===== src/rtl/alu_issue_if.sv =====
// Decode-to-EX bus for the ALU issue stage: decoded instruction, bypass buses, ALU drive.
interface alu_issue_if #(
  parameter int unsigned XLEN = 32
);
  logic            in_valid;
  logic [4:0]      in_rs1;
  logic [4:0]      in_rs2;
  logic [4:0]      in_rd;
  logic [XLEN-1:0] in_rdata1;
  logic [XLEN-1:0] in_rdata2;
  logic [XLEN-1:0] in_imm;
  logic            in_use_imm;
  logic [3:0]      in_aluop;
  logic            in_memread;
  logic            in_regwrite;
  logic            flush;
  logic [4:0]      exmem_rd;
  logic            exmem_regwrite;
  logic [XLEN-1:0] exmem_result;
  logic [4:0]      memwb_rd;
  logic            memwb_regwrite;
  logic [XLEN-1:0] memwb_data;
  logic [XLEN-1:0] data1;
  logic [XLEN-1:0] data2;
  logic [3:0]      select;
  logic            ex_valid;
  logic [4:0]      ex_rd;
  logic            ex_regwrite;
  logic            ex_memread;
  logic            stall;

  modport master (
    output in_valid, in_rs1, in_rs2, in_rd, in_rdata1, in_rdata2, in_imm, in_use_imm,
    output in_aluop, in_memread, in_regwrite, flush,
    output exmem_rd, exmem_regwrite, exmem_result, memwb_rd, memwb_regwrite, memwb_data,
    input  data1, data2, select, ex_valid, ex_rd, ex_regwrite, ex_memread, stall
  );

  modport slave (
    input  in_valid, in_rs1, in_rs2, in_rd, in_rdata1, in_rdata2, in_imm, in_use_imm,
    input  in_aluop, in_memread, in_regwrite, flush,
    input  exmem_rd, exmem_regwrite, exmem_result, memwb_rd, memwb_regwrite, memwb_data,
    output data1, data2, select, ex_valid, ex_rd, ex_regwrite, ex_memread, stall
  );
endinterface


===== src/rtl/alu_issue_stage.sv =====
// ID/EX stage ahead of the ALU: operand forwarding, load-use bubbles and MUL/DIV hold.
module alu_issue_stage #(
  parameter int unsigned XLEN          = 32,
  parameter int unsigned MULDIV_CYCLES = 4
) (
  input logic        clk,
  input logic        resetn,
  alu_issue_if.slave bus
);

  localparam int unsigned   CntW    = $clog2(MULDIV_CYCLES);
  localparam logic [CntW-1:0] CntLast = CntW'(MULDIV_CYCLES - 1);

  typedef enum logic {StRun, StHold} state_e;

  typedef struct packed {
    logic            valid;
    logic [4:0]      rs1;
    logic [4:0]      rs2;
    logic [4:0]      rd;
    logic [XLEN-1:0] rdata1;
    logic [XLEN-1:0] rdata2;
    logic [XLEN-1:0] imm;
    logic            use_imm;
    logic [3:0]      aluop;
    logic            memread;
    logic            regwrite;
  } ex_t;

  state_e          state_q, state_d;
  logic [CntW-1:0] cnt_q, cnt_d;
  ex_t             ex_q, ex_d;
  ex_t             in_slot;
  logic [XLEN-1:0] hold1_q, hold1_d;
  logic [XLEN-1:0] hold2_q, hold2_d;
  logic [XLEN-1:0] fwd1, fwd2, op2;
  logic            is_muldiv, load_use, stall;

  // Per-operand bypass: EX/MEM beats MEM/WB; x0 is never forwarded.
  always_comb begin
    fwd1 = ex_q.rdata1;
    fwd2 = ex_q.rdata2;
    if (ex_q.rs1 != 5'd0 && bus.exmem_regwrite && bus.exmem_rd == ex_q.rs1) begin
      fwd1 = bus.exmem_result;
    end else if (ex_q.rs1 != 5'd0 && bus.memwb_regwrite && bus.memwb_rd == ex_q.rs1) begin
      fwd1 = bus.memwb_data;
    end
    if (ex_q.rs2 != 5'd0 && bus.exmem_regwrite && bus.exmem_rd == ex_q.rs2) begin
      fwd2 = bus.exmem_result;
    end else if (ex_q.rs2 != 5'd0 && bus.memwb_regwrite && bus.memwb_rd == ex_q.rs2) begin
      fwd2 = bus.memwb_data;
    end
    op2 = ex_q.use_imm ? ex_q.imm : fwd2;
  end

  // Hazard detection and the slot that a normal capture would load.
  always_comb begin
    is_muldiv = ex_q.valid && (ex_q.aluop[3:1] == 3'b100);
    load_use  = ex_q.valid && ex_q.memread && (ex_q.rd != 5'd0) && bus.in_valid &&
                ((bus.in_rs1 == ex_q.rd) || (!bus.in_use_imm && bus.in_rs2 == ex_q.rd));
    in_slot          = '0;
    in_slot.valid    = bus.in_valid && !bus.flush;
    in_slot.rs1      = bus.in_rs1;
    in_slot.rs2      = bus.in_rs2;
    in_slot.rd       = bus.in_rd;
    in_slot.rdata1   = bus.in_rdata1;
    in_slot.rdata2   = bus.in_rdata2;
    in_slot.imm      = bus.in_imm;
    in_slot.use_imm  = bus.in_use_imm;
    in_slot.aluop    = bus.in_aluop;
    in_slot.memread  = bus.in_memread && in_slot.valid;
    in_slot.regwrite = bus.in_regwrite && in_slot.valid;
  end

  // FSM next state: RUN captures/bubbles, HOLD freezes EX for the MUL/DIV duration.
  always_comb begin
    state_d = state_q;
    cnt_d   = cnt_q;
    ex_d    = ex_q;
    hold1_d = hold1_q;
    hold2_d = hold2_q;
    stall   = 1'b0;
    unique case (state_q)
      StRun: begin
        if (is_muldiv) begin
          // First occupancy cycle: freeze the forwarded operands, keep the op in EX.
          stall   = 1'b1;
          state_d = StHold;
          cnt_d   = CntW'(1);
          hold1_d = fwd1;
          hold2_d = op2;
        end else if (load_use) begin
          stall = 1'b1;
          ex_d  = '0;
        end else begin
          ex_d = in_slot;
        end
      end
      StHold: begin
        if (cnt_q == CntLast) begin
          state_d = StRun;
          cnt_d   = '0;
          ex_d    = in_slot;
        end else begin
          stall = 1'b1;
          cnt_d = cnt_q + CntW'(1);
        end
      end
      default: begin
        state_d = StRun;
        cnt_d   = '0;
      end
    endcase
  end

  // State and EX pipeline registers.
  always_ff @(posedge clk or negedge resetn) begin
    if (!resetn) begin
      state_q <= StRun;
      cnt_q   <= '0;
      ex_q    <= '0;
      hold1_q <= '0;
      hold2_q <= '0;
    end else begin
      state_q <= state_d;
      cnt_q   <= cnt_d;
      ex_q    <= ex_d;
      hold1_q <= hold1_d;
      hold2_q <= hold2_d;
    end
  end

  assign bus.data1       = (state_q == StHold) ? hold1_q : fwd1;
  assign bus.data2       = (state_q == StHold) ? hold2_q : op2;
  assign bus.select      = ex_q.aluop;
  assign bus.ex_valid    = ex_q.valid;
  assign bus.ex_rd       = ex_q.rd;
  assign bus.ex_regwrite = ex_q.valid && ex_q.regwrite;
  assign bus.ex_memread  = ex_q.valid && ex_q.memread;
  assign bus.stall       = stall;

endmodule


===== src/flat_wrapper.sv =====
// flat-port wrapper written by rule: the top's interface ports become plain ports
module alu_issue_stage_flat 
#(
  parameter int unsigned XLEN          = 32,
  parameter int unsigned MULDIV_CYCLES = 4
)
  (clk, resetn, bus_in_valid, bus_in_rs1, bus_in_rs2, bus_in_rd, bus_in_rdata1, bus_in_rdata2, bus_in_imm, bus_in_use_imm, bus_in_aluop, bus_in_memread, bus_in_regwrite, bus_flush, bus_exmem_rd, bus_exmem_regwrite, bus_exmem_result, bus_memwb_rd, bus_memwb_regwrite, bus_memwb_data, bus_data1, bus_data2, bus_select, bus_ex_valid, bus_ex_rd, bus_ex_regwrite, bus_ex_memread, bus_stall);
  alu_issue_if #(.XLEN(XLEN)) bus_i ();
  input logic clk;
  input logic resetn;
  input wire logic [$bits(bus_i.in_valid)-1:0] bus_in_valid;
  input wire logic [$bits(bus_i.in_rs1)-1:0] bus_in_rs1;
  input wire logic [$bits(bus_i.in_rs2)-1:0] bus_in_rs2;
  input wire logic [$bits(bus_i.in_rd)-1:0] bus_in_rd;
  input wire logic [$bits(bus_i.in_rdata1)-1:0] bus_in_rdata1;
  input wire logic [$bits(bus_i.in_rdata2)-1:0] bus_in_rdata2;
  input wire logic [$bits(bus_i.in_imm)-1:0] bus_in_imm;
  input wire logic [$bits(bus_i.in_use_imm)-1:0] bus_in_use_imm;
  input wire logic [$bits(bus_i.in_aluop)-1:0] bus_in_aluop;
  input wire logic [$bits(bus_i.in_memread)-1:0] bus_in_memread;
  input wire logic [$bits(bus_i.in_regwrite)-1:0] bus_in_regwrite;
  input wire logic [$bits(bus_i.flush)-1:0] bus_flush;
  input wire logic [$bits(bus_i.exmem_rd)-1:0] bus_exmem_rd;
  input wire logic [$bits(bus_i.exmem_regwrite)-1:0] bus_exmem_regwrite;
  input wire logic [$bits(bus_i.exmem_result)-1:0] bus_exmem_result;
  input wire logic [$bits(bus_i.memwb_rd)-1:0] bus_memwb_rd;
  input wire logic [$bits(bus_i.memwb_regwrite)-1:0] bus_memwb_regwrite;
  input wire logic [$bits(bus_i.memwb_data)-1:0] bus_memwb_data;
  output wire logic [$bits(bus_i.data1)-1:0] bus_data1;
  output wire logic [$bits(bus_i.data2)-1:0] bus_data2;
  output wire logic [$bits(bus_i.select)-1:0] bus_select;
  output wire logic [$bits(bus_i.ex_valid)-1:0] bus_ex_valid;
  output wire logic [$bits(bus_i.ex_rd)-1:0] bus_ex_rd;
  output wire logic [$bits(bus_i.ex_regwrite)-1:0] bus_ex_regwrite;
  output wire logic [$bits(bus_i.ex_memread)-1:0] bus_ex_memread;
  output wire logic [$bits(bus_i.stall)-1:0] bus_stall;
  assign bus_i.in_valid = bus_in_valid;
  assign bus_i.in_rs1 = bus_in_rs1;
  assign bus_i.in_rs2 = bus_in_rs2;
  assign bus_i.in_rd = bus_in_rd;
  assign bus_i.in_rdata1 = bus_in_rdata1;
  assign bus_i.in_rdata2 = bus_in_rdata2;
  assign bus_i.in_imm = bus_in_imm;
  assign bus_i.in_use_imm = bus_in_use_imm;
  assign bus_i.in_aluop = bus_in_aluop;
  assign bus_i.in_memread = bus_in_memread;
  assign bus_i.in_regwrite = bus_in_regwrite;
  assign bus_i.flush = bus_flush;
  assign bus_i.exmem_rd = bus_exmem_rd;
  assign bus_i.exmem_regwrite = bus_exmem_regwrite;
  assign bus_i.exmem_result = bus_exmem_result;
  assign bus_i.memwb_rd = bus_memwb_rd;
  assign bus_i.memwb_regwrite = bus_memwb_regwrite;
  assign bus_i.memwb_data = bus_memwb_data;
  assign bus_data1 = bus_i.data1;
  assign bus_data2 = bus_i.data2;
  assign bus_select = bus_i.select;
  assign bus_ex_valid = bus_i.ex_valid;
  assign bus_ex_rd = bus_i.ex_rd;
  assign bus_ex_regwrite = bus_i.ex_regwrite;
  assign bus_ex_memread = bus_i.ex_memread;
  assign bus_stall = bus_i.stall;
  alu_issue_stage #(.XLEN(XLEN), .MULDIV_CYCLES(MULDIV_CYCLES)) u_core (.clk(clk), .resetn(resetn), .bus(bus_i));
endmodule

===== config.mk =====
export PLATFORM = sky130hd
export DESIGN_NAME = alu_issue_stage_flat
export DESIGN_NICKNAME = d
export VERILOG_FILES = /design/src/rtl/alu_issue_if.sv /design/src/rtl/alu_issue_stage.sv /design/src/flat_wrapper.sv
export SDC_FILE = /design/constraint.sdc
export NUM_CORES = 1
export LEC_CHECK = 0
export BUFFER_PORTS_ARGS = -buffer_cell sky130_fd_sc_hd__buf_2
export CELL_PAD_IN_SITES_DETAIL_PLACEMENT = 0
export CELL_PAD_IN_SITES_GLOBAL_PLACEMENT = 1
export CORE_UTILIZATION = 36
export CTS_BUF_LIST = sky130_fd_sc_hd__clkbuf_4
export DETAILED_ROUTE_END_ITERATION = 8
export PLACE_DENSITY_LB_ADDON = 0.2
export SYNTH_ARGS = -nofsm -noshare
export SYNTH_HDL_FRONTEND = slang
export SYNTH_SLANG_ARGS = --single-unit

===== constraint.sdc =====
create_clock -name clk -period 2.21 [get_ports clk]
set_input_delay 0.442 -clock clk [delete_from_list [all_inputs] [get_ports clk]]
set_output_delay 0.442 -clock clk [all_outputs]
set_load 0.03 [all_outputs]

==> results.sh, run 1 <==
export IMPL_synth_area_leaders="dfrtp_1 (44%), nand2_1 (11%), o21ai_0 (5.6%)"
export IMPL_drv_slew=0
export IMPL_final_util_pct=55.8
export IMPL_place_hpwl_um=27200
export IMPL_rsz0062_at_grt="true"
export IMPL_vdd_ir_drop_max_v=0.000804
export IMPL_crit_path_start_kind="register"
export IMPL_synth_ff_type="dfrtp_1"
export IMPL_clock_sink_count=186
export IMPL_power_leakage_uw=0.00727
export IMPL_ys_ff_latch=186
export IMPL_ctsHtreeMaxLevel=4
export IMPL_synth_top_area_share_pct=44.4
export IMPL_fin_area_um2=16000
export IMPL_slowest_delay_ns=0.55
export IMPL_grt_usage_pct=28.3
export IMPL_async_reset_ff_share_pct=100
export IMPL_max_freq_mhz=300
export IMPL_worstPathRequired_ns=1.77
export IMPL_met3_usage_pct=5.45
export IMPL_path_max_fanout=16
export IMPL_fin_skew_ns=0.0360
export IMPL_ctsRootBufferMaster="clkbuf_4"
export IMPL_use_met2_pct=45.0
export IMPL_hp_class="in -> reg"
export IMPL_crit_arrival_ns=2.89
export IMPL_synth_area_um2=10500
export IMPL_cts_tree="built"
export IMPL_critPathKind="reg -> out"
export IMPL_finalHoldViolCount=0
export IMPL_grt_pass1_wl_um=64800
export IMPL_final_cells=2021
export IMPL_drt_iter0_drc=808
export IMPL_portBuffers=274
export IMPL_vias_per_cell=5.46
export IMPL_whs_path_depth=3
export IMPL_worst_path_max_delay_cell="or4_4"
export IMPL_area_growth_pct=52.8
export IMPL_grt_pass1_vias=11000
export IMPL_crit_chain="or4_4 -> nor2_4 -> buf_6 -> nor3_4 -> buf_12 -> buf_12 -> mux2i_1 -> a222oi_1 -> buf_4"
export IMPL_ioPinCount=275
export IMPL_crit_path_frequent_cell="buf_12"
export IMPL_place_inst=1923
export IMPL_grt_antenna_before_repair=3
export IMPL_clkSlewWorstSetupHoldPaths_ns=0.18
export IMPL_setup_viol=92
export IMPL_cp_end_kind="primary output"
export IMPL_layout_drive_gt1_share_pct=39.0
export IMPL_syn_avg_cell_area_um2=8.41
export IMPL_die_x_um=173
export IMPL_syn_inst=1247
export IMPL_use_met1_pct=39.3
export IMPL_synth_top_area_cell="dfrtp_1"
export IMPL_finalCriticalPeriod_ns=3.33
export IMPL_relSlewSlack_pct=66.9
export IMPL_vias=11000
export IMPL_start_util_pct=36.5
export IMPL_ff2ff_path_depth=9
export IMPL_drv_cap=0
export IMPL_fin_ws_ns=-1.12
export IMPL_dpl_cell_area_um2=14100
export IMPL_synthDistinctLibCells=37
export IMPL_fin_crit_sh_pct=151
export IMPL_rrSetupSlack_ns=-0.18
export IMPL_cts_buffer_depth=2
export IMPL_cp_num_cells=9
export IMPL_drt_pass1_iterations=8
export IMPL_critPathTopFamily="simple AND/OR/NAND/NOR gates"
export IMPL_rows=62
export IMPL_ys_warnings_count=0
export IMPL_top_usage_layer="met2"
export IMPL_ant_nets=0
export IMPL_fin_nets=1820
export IMPL_status="complete, but fails checks"
export IMPL_core_region_area_um2=28700
export IMPL_clk_latency_ns=0.60
export IMPL_synth_edff_count=0
export IMPL_fp_dieH_um=173
export IMPL_grt_overflow=0
export IMPL_synth_nets=1446
export IMPL_cts_buffers=17
export IMPL_wl_per_cell_um=21.5
export IMPL_violations="negative setup slack"
export IMPL_gp_congestion=0.823
export IMPL_wl_um=43400
export IMPL_power_density_nw_per_um2=1330
export IMPL_ys_seq_area_share_pct=44.4
export IMPL_crit_buf_inv=4
export IMPL_tightest_slew_ns=0.496
export IMPL_die_area_um2=29800
export IMPL_hold_ws_ns=0.0566
export IMPL_place_ws_ns=-0.687
export IMPL_grt_max_degree=75
export IMPL_drc=0
==> registers in the layout, indices dropped and copies added (netlist names) <==
register / cells
u_core.ex_q: 109
u_core.hold1_q: 32
u_core.hold2_q: 32
u_core.bus.ex_rd: 5
u_core.bus.select: 4
u_core.cnt_q: 2
u_core.bus.ex_valid: 1
u_core.state_q: 1
==> synth_stat cells, types with 7 or more instances <==
library cell,number
nor2_1,104
buf_4,9
o31ai_1,64
nand2_1,306
a221oi_2,31
buf_2,28
a21oi_1,65
and3_1,32
xor2_1,8
o221ai_1,32
buf_6,7
dfrtp_1,186
mux2i_1,33
a222oi_1,32
xnor2_1,21
clkbuf_1,65
inv_1,66
o21ai_0,118
==> where the power goes <==
group	internal [uW]	switching [uW]	leakage (uW)	total [uW]
Sequential	4810	996	0.00221	5810
Combinational	6010	7650	0.00493	13700
Clock	500	1380	0.000126	1880
==> metrics by stage <==
stage | total power, uW | setup TNS [ns]
6_report | 21300 | -70.61
5_1_grt | 22600 | -80.51
4_1_cts | 21000 | -70.57
3_5_place_dp | 17400 | -57.20
3_3_place_gp | 17200 | -53.45
2_1_floorplan | 13600 | -24.06
==> routing by layer <==
layer	wire (um)	share of wire, %
met1	19400	45
met2	20400	47
met3	2770	6.4
met4	804	1.9
met5	11	0.025
==> worst min-delay path: stages <==
cell and delay [ns]:
buf_2 0.09, nand2_1 0.04, o21ai_0 0.06
==> timing repair <==
item	CTS	global route
resized for setup	153	71
hold buffers	2	0
setup endpoints to repair	134	241
pin swaps	68	53
buffers inserted	46	30
cloned	8	9
endpoints found under the hold margin	40	0
==> cells by family after synthesis <==
group | synth area share [%]
xor+xnor | 2.58
fa+ha+maj | 0.119
buf+inv | 7.64
flops | 44.4
compound gates | 23.9
mux | 3.15
simple gates | 18.2
==> path summary, 6_finish.rpt <==
check	start	endpoint
worst max-delay path	u_core.ex_q[116]	bus_data1[17]
worst min-delay path	bus_in_rdata2[25]	u_core.ex_q[64]
worst max register to register	u_core.ex_q[109]	u_core.hold2_q[18]
worst min register to register	u_core.ex_q[1]	u_core.ex_q[1]
max in group asynchronous	resetn	u_core.state_q
min in group asynchronous	resetn	u_core.ex_q[64]
==> cell usage in the layout, fill, tap and decap left out, types with 4 or more instances in the layout <==
cell,instances
buf_4,141
inv_8,4
nand4_1,4
nand3_1,4
nor2_2,7
o21ai_0,103
a21oi_1,65
nor2_1,90
buf_6,54
inv_1,65
clkinvlp_4,5
o31ai_2,22
buf_2,208
clkbuf_4,19
and3_1,32
o221ai_1,32
clkbuf_16,7
nand2_1,302
o31ai_4,36
buf_16,6
o21ai_1,14
a221oi_4,33
dfrtp_1,182
a222oi_1,32
mux2i_1,29
xnor2_1,17
buf_12,48
nor2_4,8
xor2_1,7
o31ai_1,6
xnor2_2,4
==> area by class of cell <==
cell class / instances / area (um2)
multi-input cells: 881 / 6280
fillers: 2638 / 12700
inverters: 66 / 255
repair buffers: 469 / 4070
well taps: 384 / 480
diodes: 3 / 7.51
clock inverters: 13 / 110
clock buffers: 19 / 143
flip-flops and latches: 186 / 4660
(Power assumes the default switching activity.)
==> inputs of run 2 (changes only) <==
--- a/config.mk
+++ b/config.mk
@@ -8,7 +8,7 @@
 export BUFFER_PORTS_ARGS = -buffer_cell sky130_fd_sc_hd__buf_2
 export CELL_PAD_IN_SITES_DETAIL_PLACEMENT = 0
 export CELL_PAD_IN_SITES_GLOBAL_PLACEMENT = 1
-export CORE_UTILIZATION = 36
+export CORE_UTILIZATION = 44
 export CTS_BUF_LIST = sky130_fd_sc_hd__clkbuf_4
 export DETAILED_ROUTE_END_ITERATION = 8
 export PLACE_DENSITY_LB_ADDON = 0.2
==> constraint.sdc (replaced) <==
create_clock -name clk -period 4.3 [get_ports clk]
set_input_delay 0.86 -clock clk [delete_from_list [all_inputs] [get_ports clk]]
set_output_delay 0.86 -clock clk [all_outputs]
set_load 0.03 [all_outputs]
==> results.sh, run 2 (synthesis gave the netlist of run 1 again) <==
export IMPL_status="finished, final reports clean"
export IMPL_drt_iter0_drc=805
export IMPL_portBuffers=274
export IMPL_top_layer="met5"
export IMPL_wl_um=35400
export IMPL_vias_per_cell=5.69
export IMPL_largest_reg_flops=109
export IMPL_ff2ff_path_depth=5
export IMPL_ioPinCount=275
export IMPL_place_hpwl_um=22800
export IMPL_final_util_pct=52.8
export IMPL_rrSetupSlack_ns=1.22
export IMPL_fp_dieH_um=156
export IMPL_crit_arrival_ns=3.25
export IMPL_rows=56
export IMPL_crit_end="bus_data1[29]"
export IMPL_max_freq_mhz=244
export IMPL_layout_drive_gt1_share_pct=25.8
export IMPL_critPathKind="reg -> out"
export IMPL_post_cts_buffers=0
export IMPL_power_leakage_uw=0.00582
export IMPL_grt_usage_pct=29.1
export IMPL_ctsHtreeMaxLevel=4
export IMPL_wl_met2_um=16600
export IMPL_drt_pass1_iterations=7
export IMPL_crit_path_start_kind="register"
export IMPL_path_max_fanout=16
export IMPL_cp_num_cells=6
export IMPL_wl_met3_um=3030
export IMPL_clock_sink_count=186
export IMPL_crit_buf_inv=1
export IMPL_place_inst=1749
export IMPL_critPathTopFamily="simple AND/OR/NAND/NOR gates"
export IMPL_core_region_area_um2=23400
export IMPL_vdd_ir_drop_max_v=0.000359
export IMPL_finalHoldViolCount=0
export IMPL_power_density_nw_per_um2=708
export IMPL_cp_end_kind="primary output"
export IMPL_start_util_pct=44.8
export IMPL_drc=0
export IMPL_cts_buffers=17
export IMPL_ctsRootBufferMaster="clkbuf_4"
export IMPL_crit_path_start="u_core.ex_q[115]"
export IMPL_wl_met1_um=15200
export IMPL_cts_buffer_depth=2
export IMPL_wl_per_cell_um=19.8
export IMPL_grt_pass1_vias=9897
export IMPL_rr_startpoint="u_core.state_q"
export IMPL_finalCriticalPeriod_ns=4.11
export IMPL_cts_tree="built"
export IMPL_slowest_delay_ns=0.60
export IMPL_largestRegisters="u_core.ex_q x109, u_core.hold1_q x32, u_core.hold2_q x32"
export IMPL_fin_crit_sh_pct=95.5
export IMPL_worst_path_max_delay_cell="nor2_4"
export IMPL_vias=10200
export IMPL_fin_skew_ns=0.0288
export IMPL_ant_nets=0
export IMPL_area_growth_pct=18.0
export IMPL_drv_cap=0
export IMPL_worstPathRequired_ns=3.44
export IMPL_tightest_slew_ns=1.11
export IMPL_grt_pass1_wl_um=54300
export IMPL_grt_max_degree=120
export IMPL_final_cells=1787
export IMPL_crit_chain="or4_1 -> nor2_1 -> nor3_2 -> nor2_4 -> a222oi_1 -> buf_2"
export IMPL_fin_nets=1649
export IMPL_final_common_cell="nand2_1"
export IMPL_grt_antenna_before_repair=8
export IMPL_rsz0062_at_grt="false"
export IMPL_die_area_um2=24400
export IMPL_setup_viol=0
export IMPL_regToRegEndpoint="u_core.hold1_q[20]"
export IMPL_die_x_um=156
export IMPL_gp_congestion=0.853
export IMPL_drv_slew=0
export IMPL_clkSlewWorstSetupHoldPaths_ns=0.18
export IMPL_grt_overflow=0
export IMPL_fin_setup_tns_ns=0
export IMPL_final_cell_mix="nand2_1 (303), buf_2 (273), dfrtp_1 (184)"
export IMPL_clk_latency_ns=0.59
export IMPL_top_register="u_core.ex_q"
export IMPL_hp_class="in -> async"
export IMPL_relSlewSlack_pct=25.7
## run 2: timing repair
| item | CTS | global route |
|---|---|---|
| endpoints found under the setup margin | 0 | 49 |
| gates resized for setup | 0 | 4 |
| hold buffers | 0 | 0 |
## run 2: cell type report
cell class                      instances  area, um2
Fill cell                            2357      11000
Multi-Input combinational cell        881       5130
Sequential cell                       186       4660
Timing Repair Buffer                  298       1610
Tap cell                              319        399
Inverter                               66        250
Clock inverter                         15        178
Clock buffer                           17        128
Antenna cell                            5       12.5
## run 2: layer usage
metal | GRT usage (%) | vias to the layer above
met4 | 7.94 | 4
li1 | - | 4755
met2 | 46.1 | 444
met1 | 40.4 | 4923
met5 | 0 | -
met3 | 5.87 | 38
## run 2: how the worst min path moves through the flow
stage / from / end / slack [ns]
2_1_floorplan: u_core.ex_q[1] / u_core.ex_q[1] / 0.44
3_3_place_gp: u_core.ex_q[1] / u_core.ex_q[1] / 0.45
3_5_place_dp: u_core.ex_q[1] / u_core.ex_q[1] / 0.47
4_1_cts: resetn / u_core.ex_q[31] / 0.39
5_1_grt: resetn / u_core.ex_q[31] / 0.35
6_report: resetn / u_core.ex_q[31] / 0.33
## run 2: power by group
group | leakage [uW] | internal [uW] | switching, uW
Combinational | 0.00345 | 1550 | 3130
Sequential | 0.00221 | 2470 | 545
Clock | 0.000161 | 366 | 695
Total | 0.00582 | 4390 | 4370
## run 2: metrics by stage
stage / hold slack [ns] / cell area [um2] / power, uW / setup slack [ns]
after floorplan: 0.442 / 10500 / 6270 / 0.709
after global placement: 0.455 / 12000 / 7610 / 0.501
after detailed placement: 0.469 / 12000 / 7690 / 0.463
after CTS: 0.389 / 12300 / 8750 / 0.0104
after global routing: 0.354 / 12400 / 9360 / 0.0262
final: 0.327 / 12400 / 8750 / 0.195
